### config.mk
export PLATFORM = sky130hd
export DESIGN_NAME = alu_writeback_stage_flat
export DESIGN_NICKNAME = d
export VERILOG_FILES = /design/src/rtl/alu_writeback_stage_pkg.sv /design/src/rtl/alu_writeback_stage_if.sv /design/src/rtl/alu_writeback_stage_flag_unit.sv /design/src/rtl/alu_writeback_stage.sv /design/src/flat_wrapper.sv
export SDC_FILE = /design/constraint.sdc
export NUM_CORES = 1
export LEC_CHECK = 0
export ABC_AREA = 1
export CAP_MARGIN = 30
export CORE_UTILIZATION = 41
export CTS_CLUSTER_DIAMETER = 100
export CTS_CLUSTER_SIZE = 8
export DETAILED_ROUTE_END_ITERATION = 10
export PLACE_DENSITY = 0.87
export SLEW_MARGIN = 30
export SYNTH_ARGS = -nofsm -noshare
export SYNTH_HDL_FRONTEND = slang
export SYNTH_SLANG_ARGS = --single-unit
### constraint.sdc
create_clock -name clk -period 1.5 [get_ports clk]
set_input_delay 0.45 -clock clk [delete_from_list [all_inputs] [get_ports clk]]
set_output_delay 0.45 -clock clk [all_outputs]
set_load 0.01 [all_outputs]
### src/rtl/alu_writeback_stage_pkg.sv
// alu_writeback_stage_pkg: opcodes, FSM states and width defaults shared by the writeback stage
package alu_writeback_stage_pkg;
  localparam int DEF_DATA_W = 16;
  localparam int DEF_REG_ADDR_W = 4;
  localparam int DEF_CNT_W = 16;
  localparam logic [3:0] OP_ADD = 4'b0000;
  localparam logic [3:0] OP_SUB = 4'b0001;
  localparam logic [3:0] OP_XOR = 4'b0010;
  localparam logic [3:0] OP_RED = 4'b0011;
  localparam logic [3:0] OP_SLL = 4'b0100;
  localparam logic [3:0] OP_SRA = 4'b0101;
  localparam logic [3:0] OP_ROR = 4'b0110;
  localparam logic [3:0] OP_PADDSB = 4'b0111;
  localparam logic [3:0] OP_LLB = 4'b1010;
  localparam logic [3:0] OP_HLT = 4'b1111;
  typedef enum logic [1:0] {ST_RUN, ST_DRAIN, ST_HALTED} state_e;
endpackage

### src/rtl/alu_writeback_stage_if.sv
// alu_writeback_stage_if: ALU-result input, register-file write, forwarding and status signals
interface alu_writeback_stage_if #(
  parameter int DATA_W = alu_writeback_stage_pkg::DEF_DATA_W,
  parameter int REG_ADDR_W = alu_writeback_stage_pkg::DEF_REG_ADDR_W,
  parameter int CNT_W = alu_writeback_stage_pkg::DEF_CNT_W
);
  logic in_valid;
  logic in_ready;
  logic [3:0] opcode;
  logic [DATA_W-1:0] alu_result;
  logic alu_ovfl;
  logic [REG_ADDR_W-1:0] rd;
  logic rd_we;
  logic rf_wr_en;
  logic [REG_ADDR_W-1:0] rf_wr_addr;
  logic [DATA_W-1:0] rf_wr_data;
  logic fwd_valid;
  logic [REG_ADDR_W-1:0] fwd_addr;
  logic [DATA_W-1:0] fwd_data;
  logic flag_n;
  logic flag_z;
  logic flag_v;
  logic halted;
  logic [CNT_W-1:0] retired;
  modport master (
    output in_valid, opcode, alu_result, alu_ovfl, rd, rd_we,
    input in_ready, rf_wr_en, rf_wr_addr, rf_wr_data, fwd_valid, fwd_addr, fwd_data,
    input flag_n, flag_z, flag_v, halted, retired
  );
  modport slave (
    input in_valid, opcode, alu_result, alu_ovfl, rd, rd_we,
    output in_ready, rf_wr_en, rf_wr_addr, rf_wr_data, fwd_valid, fwd_addr, fwd_data,
    output flag_n, flag_z, flag_v, halted, retired
  );
endinterface

### src/rtl/alu_writeback_stage_flag_unit.sv
// alu_writeback_stage_flag_unit: N/Z/V flag register with per-opcode update enables
module alu_writeback_stage_flag_unit
  import alu_writeback_stage_pkg::*;
#(
  parameter int DATA_W = DEF_DATA_W
) (
  input  logic              clk,
  input  logic              rst_n,
  input  logic              en_i,
  input  logic [3:0]        opcode_i,
  input  logic [DATA_W-1:0] result_i,
  input  logic              ovfl_i,
  output logic              n_o,
  output logic              z_o,
  output logic              v_o
);
  logic arith, z_only;
  logic n_q, z_q, v_q, n_d, z_d, v_d;
  always_comb begin
    arith = en_i && (opcode_i == OP_ADD || opcode_i == OP_SUB);
    z_only = en_i && (opcode_i inside {OP_XOR, OP_SLL, OP_SRA, OP_ROR});
    n_d = arith ? result_i[DATA_W-1] : n_q;
    z_d = (arith || z_only) ? (result_i == '0) : z_q;
    v_d = arith ? ovfl_i : v_q;
  end
  always_ff @(posedge clk) begin
    if (!rst_n) begin
      n_q <= 1'b0;
      z_q <= 1'b0;
      v_q <= 1'b0;
    end else begin
      n_q <= n_d;
      z_q <= z_d;
      v_q <= v_d;
    end
  end
  assign n_o = n_q;
  assign z_o = z_q;
  assign v_o = v_q;
endmodule

### src/rtl/alu_writeback_stage.sv
// alu_writeback_stage: registered ALU writeback with forwarding, flags, halt FSM and retire counter
module alu_writeback_stage
  import alu_writeback_stage_pkg::*;
#(
  parameter int DATA_W = DEF_DATA_W,
  parameter int REG_ADDR_W = DEF_REG_ADDR_W,
  parameter int CNT_W = DEF_CNT_W
) (
  input logic clk,
  input logic rst_n,
  alu_writeback_stage_if.slave bus
);
  state_e state_q, state_d;
  logic acc, flag_en, wr_en_d, wr_en_q;
  logic [REG_ADDR_W-1:0] addr_q;
  logic [DATA_W-1:0] data_q;
  logic [CNT_W-1:0] retired_q, retired_d;
  always_comb begin
    acc = bus.in_valid && state_q == ST_RUN;
    flag_en = acc && bus.opcode != OP_HLT;
    wr_en_d = flag_en && bus.rd_we && bus.rd != '0;
    retired_d = acc ? retired_q + CNT_W'(1) : retired_q;
    state_d = state_q == ST_DRAIN ? ST_HALTED : (acc && bus.opcode == OP_HLT) ? ST_DRAIN : state_q;
  end
  always_ff @(posedge clk) begin
    if (!rst_n) begin
      state_q <= ST_RUN;
      wr_en_q <= 1'b0;
      addr_q <= '0;
      data_q <= '0;
      retired_q <= '0;
    end else begin
      state_q <= state_d;
      wr_en_q <= wr_en_d;
      retired_q <= retired_d;
      if (wr_en_d) begin
        addr_q <= bus.rd;
        data_q <= bus.alu_result;
      end
    end
  end
  alu_writeback_stage_flag_unit #(.DATA_W(DATA_W)) u_flags (
    .clk(clk),
    .rst_n(rst_n),
    .en_i(flag_en),
    .opcode_i(bus.opcode),
    .result_i(bus.alu_result),
    .ovfl_i(bus.alu_ovfl),
    .n_o(bus.flag_n),
    .z_o(bus.flag_z),
    .v_o(bus.flag_v)
  );
  assign bus.in_ready = state_q == ST_RUN;
  assign bus.halted = state_q == ST_HALTED;
  assign bus.rf_wr_en = wr_en_q;
  assign bus.rf_wr_addr = addr_q;
  assign bus.rf_wr_data = data_q;
  assign bus.fwd_valid = wr_en_q;
  assign bus.fwd_addr = addr_q;
  assign bus.fwd_data = data_q;
  assign bus.retired = retired_q;
endmodule

### src/flat_wrapper.sv
// flat-port wrapper written by rule: the top's interface ports become plain ports
module alu_writeback_stage_flat import alu_writeback_stage_pkg::*;
#(
  parameter int DATA_W = DEF_DATA_W,
  parameter int REG_ADDR_W = DEF_REG_ADDR_W,
  parameter int CNT_W = DEF_CNT_W
)
  (clk, rst_n, bus_in_valid, bus_opcode, bus_alu_result, bus_alu_ovfl, bus_rd, bus_rd_we, bus_in_ready, bus_rf_wr_en, bus_rf_wr_addr, bus_rf_wr_data, bus_fwd_valid, bus_fwd_addr, bus_fwd_data, bus_flag_n, bus_flag_z, bus_flag_v, bus_halted, bus_retired);
  alu_writeback_stage_if #(.DATA_W(DATA_W), .REG_ADDR_W(REG_ADDR_W), .CNT_W(CNT_W)) bus_i ();
  input logic clk;
  input logic rst_n;
  input wire logic [$bits(bus_i.in_valid)-1:0] bus_in_valid;
  input wire logic [$bits(bus_i.opcode)-1:0] bus_opcode;
  input wire logic [$bits(bus_i.alu_result)-1:0] bus_alu_result;
  input wire logic [$bits(bus_i.alu_ovfl)-1:0] bus_alu_ovfl;
  input wire logic [$bits(bus_i.rd)-1:0] bus_rd;
  input wire logic [$bits(bus_i.rd_we)-1:0] bus_rd_we;
  output wire logic [$bits(bus_i.in_ready)-1:0] bus_in_ready;
  output wire logic [$bits(bus_i.rf_wr_en)-1:0] bus_rf_wr_en;
  output wire logic [$bits(bus_i.rf_wr_addr)-1:0] bus_rf_wr_addr;
  output wire logic [$bits(bus_i.rf_wr_data)-1:0] bus_rf_wr_data;
  output wire logic [$bits(bus_i.fwd_valid)-1:0] bus_fwd_valid;
  output wire logic [$bits(bus_i.fwd_addr)-1:0] bus_fwd_addr;
  output wire logic [$bits(bus_i.fwd_data)-1:0] bus_fwd_data;
  output wire logic [$bits(bus_i.flag_n)-1:0] bus_flag_n;
  output wire logic [$bits(bus_i.flag_z)-1:0] bus_flag_z;
  output wire logic [$bits(bus_i.flag_v)-1:0] bus_flag_v;
  output wire logic [$bits(bus_i.halted)-1:0] bus_halted;
  output wire logic [$bits(bus_i.retired)-1:0] bus_retired;
  assign bus_i.in_valid = bus_in_valid;
  assign bus_i.opcode = bus_opcode;
  assign bus_i.alu_result = bus_alu_result;
  assign bus_i.alu_ovfl = bus_alu_ovfl;
  assign bus_i.rd = bus_rd;
  assign bus_i.rd_we = bus_rd_we;
  assign bus_in_ready = bus_i.in_ready;
  assign bus_rf_wr_en = bus_i.rf_wr_en;
  assign bus_rf_wr_addr = bus_i.rf_wr_addr;
  assign bus_rf_wr_data = bus_i.rf_wr_data;
  assign bus_fwd_valid = bus_i.fwd_valid;
  assign bus_fwd_addr = bus_i.fwd_addr;
  assign bus_fwd_data = bus_i.fwd_data;
  assign bus_flag_n = bus_i.flag_n;
  assign bus_flag_z = bus_i.flag_z;
  assign bus_flag_v = bus_i.flag_v;
  assign bus_halted = bus_i.halted;
  assign bus_retired = bus_i.retired;
  alu_writeback_stage #(.DATA_W(DATA_W), .REG_ADDR_W(REG_ADDR_W), .CNT_W(CNT_W)) u_core (.clk(clk), .rst_n(rst_n), .bus(bus_i));
endmodule
Word-level counts from Yosys, hierarchy flattened
Cells that the tools add are included.

Input bits: 29. Output and inout port bits: 63. Flip-flop bits (word level): 42. Logic and storage cells: 38.

Bitwise gates (word level): 1. Eq/ne operators: 9. Reduce and logical (&&, ||, !) cells: 16. Add/sub/neg operators: 1. Mux-type cells: 2.

Operator list (count): $add A16 B1 Y16 const B (1); $logic_not A16 Y1 (1); $eq A4 B3 Y1 const B (3); $reduce_bool A4 Y1 (2); $logic_and A1 B1 Y1 (7); $eq A4 B1 Y1 const B (1); $eq A4 B2 Y1 const B (1); $eq A4 B4 Y1 const B (1); $logic_not A4 Y1 (1); $mux W2 (2); $ne A4 B4 Y1 const B (1); $eq A2 B1 Y1 const B (1); $eq A2 B2 Y1 const B (1); $logic_not A2 Y1 (1); $logic_or A1 B1 Y1 (2); $reduce_bool A2 Y1 (1); $reduce_or A2 Y1 (1); $not A1 Y1 (1).

Logic depth before layout (Yosys ltp)
Gate-level depths: netlist (run 1).

Word-level depth: 5. Mapped depth: 9. Depth with buffers taken out: 9.

Modules after synthesis
From an unflattened synthesis (run 1), not the netlist that was laid out.

Cells, all modules: 325. Area total of the unflattened synthesis: 2150.8 um^2.

By module, submodules not included: alu_writeback_stage (cells each 289, sequential area each 780.7 um^2, times used 1, area an instance 1938.1 um^2); alu_writeback_stage_flag_unit (cells each 36, sequential area each 60.1 um^2, times used 1, area an instance 212.7 um^2).

Least setup slack after synthesis (run 1)
OpenSTA, ideal clock, no wires.

Path kind: reg2reg. From: register u_core.retired_q[0], in the netlist u_core.bus.retired[0]. To: register u_core.retired_q[8], in the netlist u_core.bus.retired[8]. Path buffers: 0. Cell stages (with the launch flop): 9. Setup slack: 180 ps. Arrival: 1207 ps. Cell sequence: dfxtp_1 -> ha_1 -> nand2_1 -> inv_1 -> nand3_1 -> nor2_2 -> nand2_1 -> o21ai_1 -> nor2_1.

Cells in the longest elaborated chain, start to end: 1.

RTL lines: from (decl) (line alu_writeback_stage.sv:17) `logic [CNT_W-1:0] retired_q, retired_d;`; from (signal assigned) (line alu_writeback_stage.sv:35) `retired_q <= retired_d;`; $add A16 B1 Y16 (line alu_writeback_stage.sv:22) `retired_d = acc ? retired_q + CNT_W'(1) : retired_q;`.

Every way passes these cells. A chain may end at the register's enable or synchronous reset.

Final worst setup path (run 1)
From: input bus_opcode[2]. To: register u_core.addr_q[0], in the netlist u_core.bus.fwd_addr[0].

Cells in the longest elaborated chain, start to end: 4.

RTL lines: from (decl) (line flat_wrapper.sv:13) `input wire logic [$bits(bus_i.opcode)-1:0] bus_opcode;`; $ne A4 B4 Y1 (line alu_writeback_stage.sv:20) `flag_en = acc && bus.opcode != OP_HLT;`; $logic_and A1 B1 Y1 (line alu_writeback_stage.sv:20); $logic_and A1 B1 Y1 (2 in series) (line alu_writeback_stage.sv:21) `wr_en_d = flag_en && bus.rd_we && bus.rd != '0;`; to (signal assigned) (line alu_writeback_stage.sv:37) `addr_q <= bus.rd;`; to (decl) (line alu_writeback_stage.sv:15) `logic [REG_ADDR_W-1:0] addr_q;`.

Every way passes these cells.

==> results, run 1 <==
- The number of library cell types mapped by synthesis is 27.
- The clock latency reported for the late side of the worst-skew pair is 0.29 ns.
- TritonCTS built the clock tree.
- The total overflow left after global routing is 0.
- The worst setup path is launched from a primary input.
- Setup repair after global routing could not meet its margin everywhere.
- The area of the die is 5140 um2.
- Measured against its own limit, the worst slew margin works out to 0.810.
- After technology mapping, the gate count stands at 282.
- The commonest non-fill, non-tap cell in the layout is nor2_1.
- Clock tree synthesis found a total of 42 sinks.
- The worst hold path belongs to the class flop to flop.
- The critical path goes through clkdlybuf4s50_1 > nand2_2 > nor2_4 > nor2_4 > nand2_4 > buf_4 > nand2_1 > a21oi_1.
- The remaining design rule violation count is 0.
- The core area is 4690 um2.
- The share of total power dissipated in combinational logic is 0.174.
- The estimated wirelength of the detail-placed design is 3.73 mm.
- The number of hold violations in the final report is 0.
- The number of violations reported at the end of detailed-routing iteration 0 is 112.
- The number of clock buffers inserted by TritonCTS is 5.
- The number of routed nets with antenna violations is 0.
- The worst register-to-register path begins at u_core.bus.retired[0].
- Counting along the longest clock path gives a buffer depth of 2.
- From synthesis to final layout, the design area changed by 52.3%.
- After the last flow step, the layout net total stands at 406.
- The number of port buffers is 91.
- The run finished with clean final reports.
- The highest fanout seen on the critical path is 5.
- The setup slack of the worst register-to-register path is 0.12 ns.
- The portion of the clock cycle consumed by the worst path in the final layout is 0.985.
- The overall fraction of global-route tracks in use is 0.197.
- The wire length per cell after detailed routing is 11.8 um.
- In this run the power density over the cells is 830 nW/um2.
- The switching portion of total power is 0.251.
- The detailed-route via count is 2055.
- Before antenna repair, the detailed router went through 4 iterations.
- The final-report max-slew violation count is 0.
- The number of hold-repair buffers added at the cts stage is 0.
- The worst hold path depth is 2.
- The worst hold path terminates at u_core.u_flags.v_o.
- The number of buffers and inverters on the critical path is 2.
- The post-detailed-route via-to-cell ratio is 4.77.
- For this configuration, the core starts out at a cell density of 0.425.
- In this design, the stage delay of the slowest critical-path cell is 0.50 ns.
- The total chip power is 2520 uW.
- The setup path with the least slack is of type primary input to flop.
- Summed over all cells, the static leakage comes to 0.00152 uW.
- The average instance area after synthesis is 7.07 um2.
- The critical path's slowest cell is clkdlybuf4s50_1.
- The data required time at the worst endpoint is 1.72 ns.
- In this run the critical register-to-register path is captured at u_core.bus.retired[8].
- The width of the die is 71.7 um.
- The final weighted congestion in routability-driven placement is 0.822.
- In the layout the commonest cells are 74 x nor2_1, 63 x dlygate4sd2_1, 41 x nand2_1.
- The peak supply drop is 0.435 mV.
- The total wirelength of the detailed-routed design is 5.10 mm.
- The number of cells on the worst reg-to-reg path is 8.
- Setup violations remaining at the end of the flow were counted as 0.
- The number of flip-flops and latches in the synthesized netlist is 42.
- The via count of the first global-routing pass was 1832.
- Counting every net in the synthesized netlist gives 312.
- The signal arrival time at the worst endpoint is 1.70 ns.
- Broken down by cell family, the worst path's largest delay share belongs to buffers and inverters.
- In this run the power spent charging and discharging nets is 632 uW.
- The clock edge transition at the registers on the reported setup and hold paths is 0.08 ns.
- The cell occurring most often along the worst timing path is nor2_4.
- The initial antenna violation count is 0.
- The clock arrives with 0.00881 ns of skew.
- The endpoint kind of the worst setup timing path is a flop.
- The share of power burned in the clock network is 0.349.
- The number of max-cap violations is 0.
- The maximum level of the CTS H-tree is 2.
- The total internal power is 1890 uW.
- The number of diodes added for antenna fixing is 0.
- The first global-routing pass estimated 7.88 mm of wire.
- The root buffer selected by CTS is clkbuf_8.
- At the end of the flow the core is filled with cells to 0.647.
- The share of total power dissipated in sequential elements is 0.477.
- During synthesis, Yosys emitted a total of 0 warnings.
- For the pin with the worst max-slew slack, the measured transition is 0.284 ns.
- The final period demand of the worst path is 1.48 ns.
- In this run the vertical extent of the chip is 71.7 um.
- Entering global routing, the biggest net connects 17 pins.
- For this run, the top clock speed supported by timing is 677 MHz.
- Row generation in the floorplan step produced 25 rows.
- In the final layout, the share of cells above drive strength 1 is 0.149.
- The worst hold path begins at u_core.u_flags.v_o.
- The part of the Yosys area used for sequential elements is 0.422.
- After synthesis the cells add up to 1990 um2.
- In the final timing run, aggregate negative setup slack is 0 ns.
- 92 I/O pins were placed.
-- registers in the layout (all words and copies together), names as in the netlist --
signal and flops:
u_core.u_flags.n_o 1, u_core.u_flags.v_o 1, u_core.bus.fwd_addr 4, u_core.bus.fwd_data 16
u_core.state_q 2, u_core.u_flags.z_o 1, u_core.bus.fwd_valid 1, u_core.bus.retired 16
-- final cells by class --
class | instances | area [um2]
Clock inverter | 3 | 40.0
Timing Repair Buffer | 113 | 1010
Inverter | 27 | 106
Fill cell | 434 | 1660
Timing Repair inverter | 1 | 6.26
Tap cell | 54 | 67.6
Clock buffer | 5 | 68.8
Multi-Input combinational cell | 186 | 891
Sequential cell | 42 | 848
-- cells by family after synthesis --
logic type	synth area share
adders and majority gates	0.00628
AOI/OAI and AO/OA	0.102
DFF	0.422
xor gates and xnor gates	0.00879
buffers and inverters	0.152
and+or+nand+nor	0.309
-- stage by stage --
step / setup slack (ns) / instance area [um2] / hold WS [ns] / instances
floorplan: 0.180 / 1990 / 0.467 / 282
global placement: -0.324 / 2910 / 0.437 / 419
detailed placement: -0.432 / 2910 / 0.443 / 419
CTS: 0.00198 / 2980 / 0.455 / 429
global route: -0.0498 / 3040 / 0.491 / 431
finish: 0.0230 / 3040 / 0.451 / 431
-- timing repair --
| item | 4_1_cts | 5_1_grt |
|---|---|---|
| cloned | 1 | 0 |
| pin swaps | 1 | 4 |
| resized for setup | 75 | 26 |
| hold endpoints to repair | 0 | 0 |
| setup buffers | 1 | 2 |
| endpoints found under the setup margin | 82 | 27 |
-- how the worst max path moves through the flow --
stage | cells after the start | to | slack, ns | startpoint
2_1_floorplan | 8 | u_core.bus.retired[8] | 0.18 | u_core.bus.retired[0]
3_3_place_gp | 8 | u_core.bus.fwd_data[15] | -0.32 | bus_opcode[1]
3_5_place_dp | 8 | u_core.bus.fwd_data[4] | -0.43 | bus_opcode[1]
4_1_cts | 8 | u_core.bus.fwd_addr[1] | 0.002 | bus_opcode[1]
5_1_grt | 8 | u_core.bus.fwd_addr[0] | -0.05 | bus_opcode[2]
6_report | 8 | u_core.bus.fwd_addr[0] | 0.02 | bus_opcode[2]
-- worst register-to-register path, stage by stage, from the launching register on --
cell	delay (ns)
dfxtp_2	0.37
ha_1	0.17
nand2_1	0.09
inv_1	0.08
nand3_2	0.09
nor2_4	0.19
nand2_1	0.09
o21ai_1	0.13
nor2_1	0.05
-- layer usage --
metal / vias to the layer above / track usage / wire length [um]
met5: - / 0 / 0
met1: 931 / 0.208 / 2100
met2: 60 / 0.386 / 2660
met4: 0 / 0.0719 / 69
li1: 1057 / - / -
met3: 7 / 0.0366 / 266
-- power groups by stage --
stage / logic, uW / registers (uW) / clock network [uW]
finish: 439 / 1200 / 878
CTS: 424 / 1200 / 899
global route: 481 / 1210 / 938
global placement: 462 / 1230 / 0
floorplan: 202 / 1250 / 0
detailed placement: 473 / 1230 / 0
-- synthesized netlist by cell type --
cell type / number / area (um2)
nand2_1: 44 / 165
nor2_2: 3 / 18.8
nand3_1: 10 / 50.1
clkbuf_2: 1 / 5.00
xnor2_1: 1 / 8.76
nor3_4: 1 / 16.3
nand4_1: 4 / 25.0
clkinv_2: 1 / 5.00
buf_4: 21 / 158
nor3_1: 1 / 5.00
a21oi_1: 12 / 60.1
clkbuf_1: 2 / 7.51
buf_2: 1 / 5.00
nand2_2: 1 / 6.26
dfxtp_1: 42 / 841
o21bai_2: 1 / 11.3
a211oi_1: 1 / 7.51
o21ai_0: 22 / 110
nand3_2: 1 / 10.0
ha_1: 1 / 12.5
inv_1: 26 / 97.6
clkbuf_8: 1 / 13.8
nor2_1: 76 / 285
nor2_4: 3 / 33.8
xor2_1: 1 / 8.76
o21ai_1: 3 / 15.0
buf_6: 1 / 11.3
(Power assumes the default switching activity.)
==> inputs of run 2 (changes only) <==
CAP_MARGIN = 20   (was 30)
CTS_BUF_LIST = sky130_fd_sc_hd__clkbuf_16   (was default)
==> run 2 against run 1 <==
Effect of this change: clock-buffer cell count did not move; final area rose by 3.9%; critical path depth did not move; power rose by 14%; first-iteration DRC count fell by 6.3%; final cell count did not move; clock power rose by 37%; critical endpoint is now u_core.bus.fwd_data[8]; largest cell class unchanged; highest routed layer unchanged.
==> results, run 2 (synthesized netlist as in run 1, its figures left out) <==
- The portion of the clock cycle consumed by the worst path in the final layout is 0.984.
- The signal arrival time at the worst endpoint is 1.65 ns.
- The number of hold violations in the final report came to 0.
- The flow ran to the end, and the final reports show no timing, DRC or antenna violations.
- Global routing finished with a remaining overflow of 0.
- The clock arrives with 0.00544 ns of skew.
- The worst hold path belongs to the class flop to flop.
- The number of routed nets with antenna violations is 0.
- Measured on the finished design, the core utilization comes to 0.672.
- The root buffer selected by CTS is clkbuf_16.
- The highest fanout seen on the critical path is 8.
- The maximum number of pins on one net before global-route repair is 17.
- The worst hold path begins at u_core.u_flags.v_o.
- TritonCTS built the clock tree.
- The clock edge transition at the registers on the reported setup and hold paths is 0.06 ns.
- For this run, global-route usage on met3 was measured as 0.0450.
- The maximum buffer depth of the clock tree is 2.
- Of the total power, the share spent switching nets is 0.237.
- Summed over all cells, the static leakage comes to 0.00159 uW.
- The share of power burned in the clock network is 0.419.
- The peak supply drop is 0.790 mV.
- The global routing usage on met1 is 0.211.
- The number of nets in the final layout is 406.
- The top cell types in the final layout, fill and taps aside, are 74 x nor2_1, 63 x dlygate4sd2_1, 41 x nand2_1.
- The clock latency reported for the late side of the worst-skew pair is 0.28 ns.
- The first element of the critical path is bus_opcode[0].
- The power per standard cell area is 909 nW/um2.
- The die covers 5140 um2.
- The final-report max-slew violation count is 0.
- Buffers inserted during clock tree synthesis total 5.
- In the routed layout, each cell is associated on average with a via count of 4.75.
- The setup path with the least slack is of type primary input to flop.
- The layer flagged by global routing as most heavily used is met2.
- STA classifies the critical path startpoint as a primary input.
- The measured slew at the worst slew-check pin is 0.285 ns.
- The overall die height is 71.7 um.
- The total wirelength of the detailed-routed design is 5.13 mm.
- The overall fraction of global-route tracks in use is 0.194.
- From synthesis to final layout, the design area changed by 58.3%.
- The endpoint kind of the worst setup timing path is a flop.
- The via count of the first global-routing pass is 1812.
- The maximum clock frequency is 677 MHz.
- The worst reg2reg path startpoint is u_core.state_q[1].
- Pin placement for this block handled 92 I/O pins.
- The final period demand of the worst path is 1.48 ns.
- The detailed-route via count is 2047.
- The commonest non-fill, non-tap cell in the layout is nor2_1.
- For this configuration, the core starts out at a cell density of 0.425.
- The fraction of final layout cells sized beyond drive strength 1 is 0.151.
- Of the total power, registers draw 0.420.
- The number of diodes added for antenna fixing is 0.
- In this run the standard cell core region covers 4690 um2.
- The count of buffers added on input and output ports is 91.
- On the final layout, the worst hold slack is 0.446 ns.
- The number of iterations in the first detailed-routing pass is 4.
- The initial antenna violation count was 0.
- Of the total power, combinational logic draws 0.161.
- The worst slew slack as a fraction of its limit is 0.809.
- The net switching component of the power is 680 uW.
- The filler cell count is 420.
- The wire length of the first global-routing pass is 7.82 mm.
- The number of violations reported at the end of detailed-routing iteration 0 is 105.
- For this run, design rule violations remaining after detail routing come to 0.
- In the global route stage, met2 resource usage came out at 0.376.
- Across the run, the number of max-cap violations was 0.
- Setup violations remaining at the end of the flow were counted as 0.
- The final weighted congestion in routability-driven placement is 0.822.
- The H-tree generated during clock tree synthesis spans 2 levels.
- Setup repair after global routing could not meet its margin everywhere.
- The wire length per cell after detailed routing is 11.9 um.
- The number of sinks driven by the clock tree is 42.
- At the worst endpoint, the required time is 1.68 ns.
- The wire-length estimate of the detail-placed layout is 3.73 mm.
- The internal power of the cells totals 2190 uW.
- The cell row count is 25.
- The floorplan step set the die width to 71.7 um.
## run 2: cell types whose count changed in the layout (fill, tap and decap cells not counted), moves of 3 or more
cell and change:
clkbuf_8 -5, clkdlybuf4s50_1 -3, clkbuf_16 +6, dlymetal6s2s_1 +3, o21ai_2 +4
## run 2: cell type report
| cell class | count | area [um2] | share of cell area |
|---|---|---|---|
| Timing Repair Buffer | 113 | 1040 | 0.330 |
| Tap cell | 54 | 67.6 | 0.0214 |
| Clock buffer | 5 | 125 | 0.0397 |
| Multi-Input combinational cell | 186 | 915 | 0.290 |
| Inverter | 27 | 109 | 0.0345 |
| Sequential cell | 42 | 846 | 0.268 |
| Timing Repair inverter | 1 | 11.3 | 0.00357 |
| Clock inverter | 3 | 40.0 | 0.0127 |
## run 2: path summary, 6_finish.rpt
check,end,slack [ns],depth (start not counted)
hold reg to reg,u_core.u_flags.v_o,0.45,2
hold / removal,u_core.u_flags.v_o,0.45,2
setup / recovery,u_core.bus.fwd_data[8],0.02,8
setup reg to reg,u_core.bus.fwd_data[8],0.06,8
## run 2: timing repair
item	CTS	global route
pin swaps	0	7
hold buffers	0	0
setup endpoints to repair	84	27
setup buffers	0	2
resized for setup	76	35
cloned	1	1
## run 2: metal layers
layer  share of wire  vias up
li1                -     1052
met1            0.42      922
met2            0.52       67
met3           0.055        6
met4           0.010        0
met5               0        -
## run 2: critical path, cell delays in order
cell and delay, ns:
clkdlybuf4s50_1 0.41, nand2_2 0.10, nor2_4 0.05, nor2_4 0.15, nand2_8 0.12, clkbuf_16 0.19
o21ai_1 0.13, nor2_1 0.05
## run 2: power groups by stage
stage / Sequential, uW / Clock (uW) / Combinational (uW)
CTS: 1200 / 1220 / 426
finish: 1200 / 1200 / 461
global route: 1210 / 1270 / 502
floorplan: 1250 / 0 / 202
detailed placement: 1230 / 0 / 473
global placement: 1230 / 0 / 462
## run 2: metrics by stage
stage | instances | TNS (ns) | area (um2) | power [uW] | setup WS, ns
3_5_place_dp | 419 | -12.24 | 2910 | 1700 | -0.432
4_1_cts | 428 | 0 | 3040 | 2840 | 0.00377
2_1_floorplan | 282 | 0 | 1990 | 1450 | 0.180
6_report | 431 | 0 | 3150 | 2870 | 0.0236
5_1_grt | 431 | -0.0983 | 3150 | 2980 | -0.0205
3_3_place_gp | 419 | -9.68 | 2910 | 1690 | -0.324
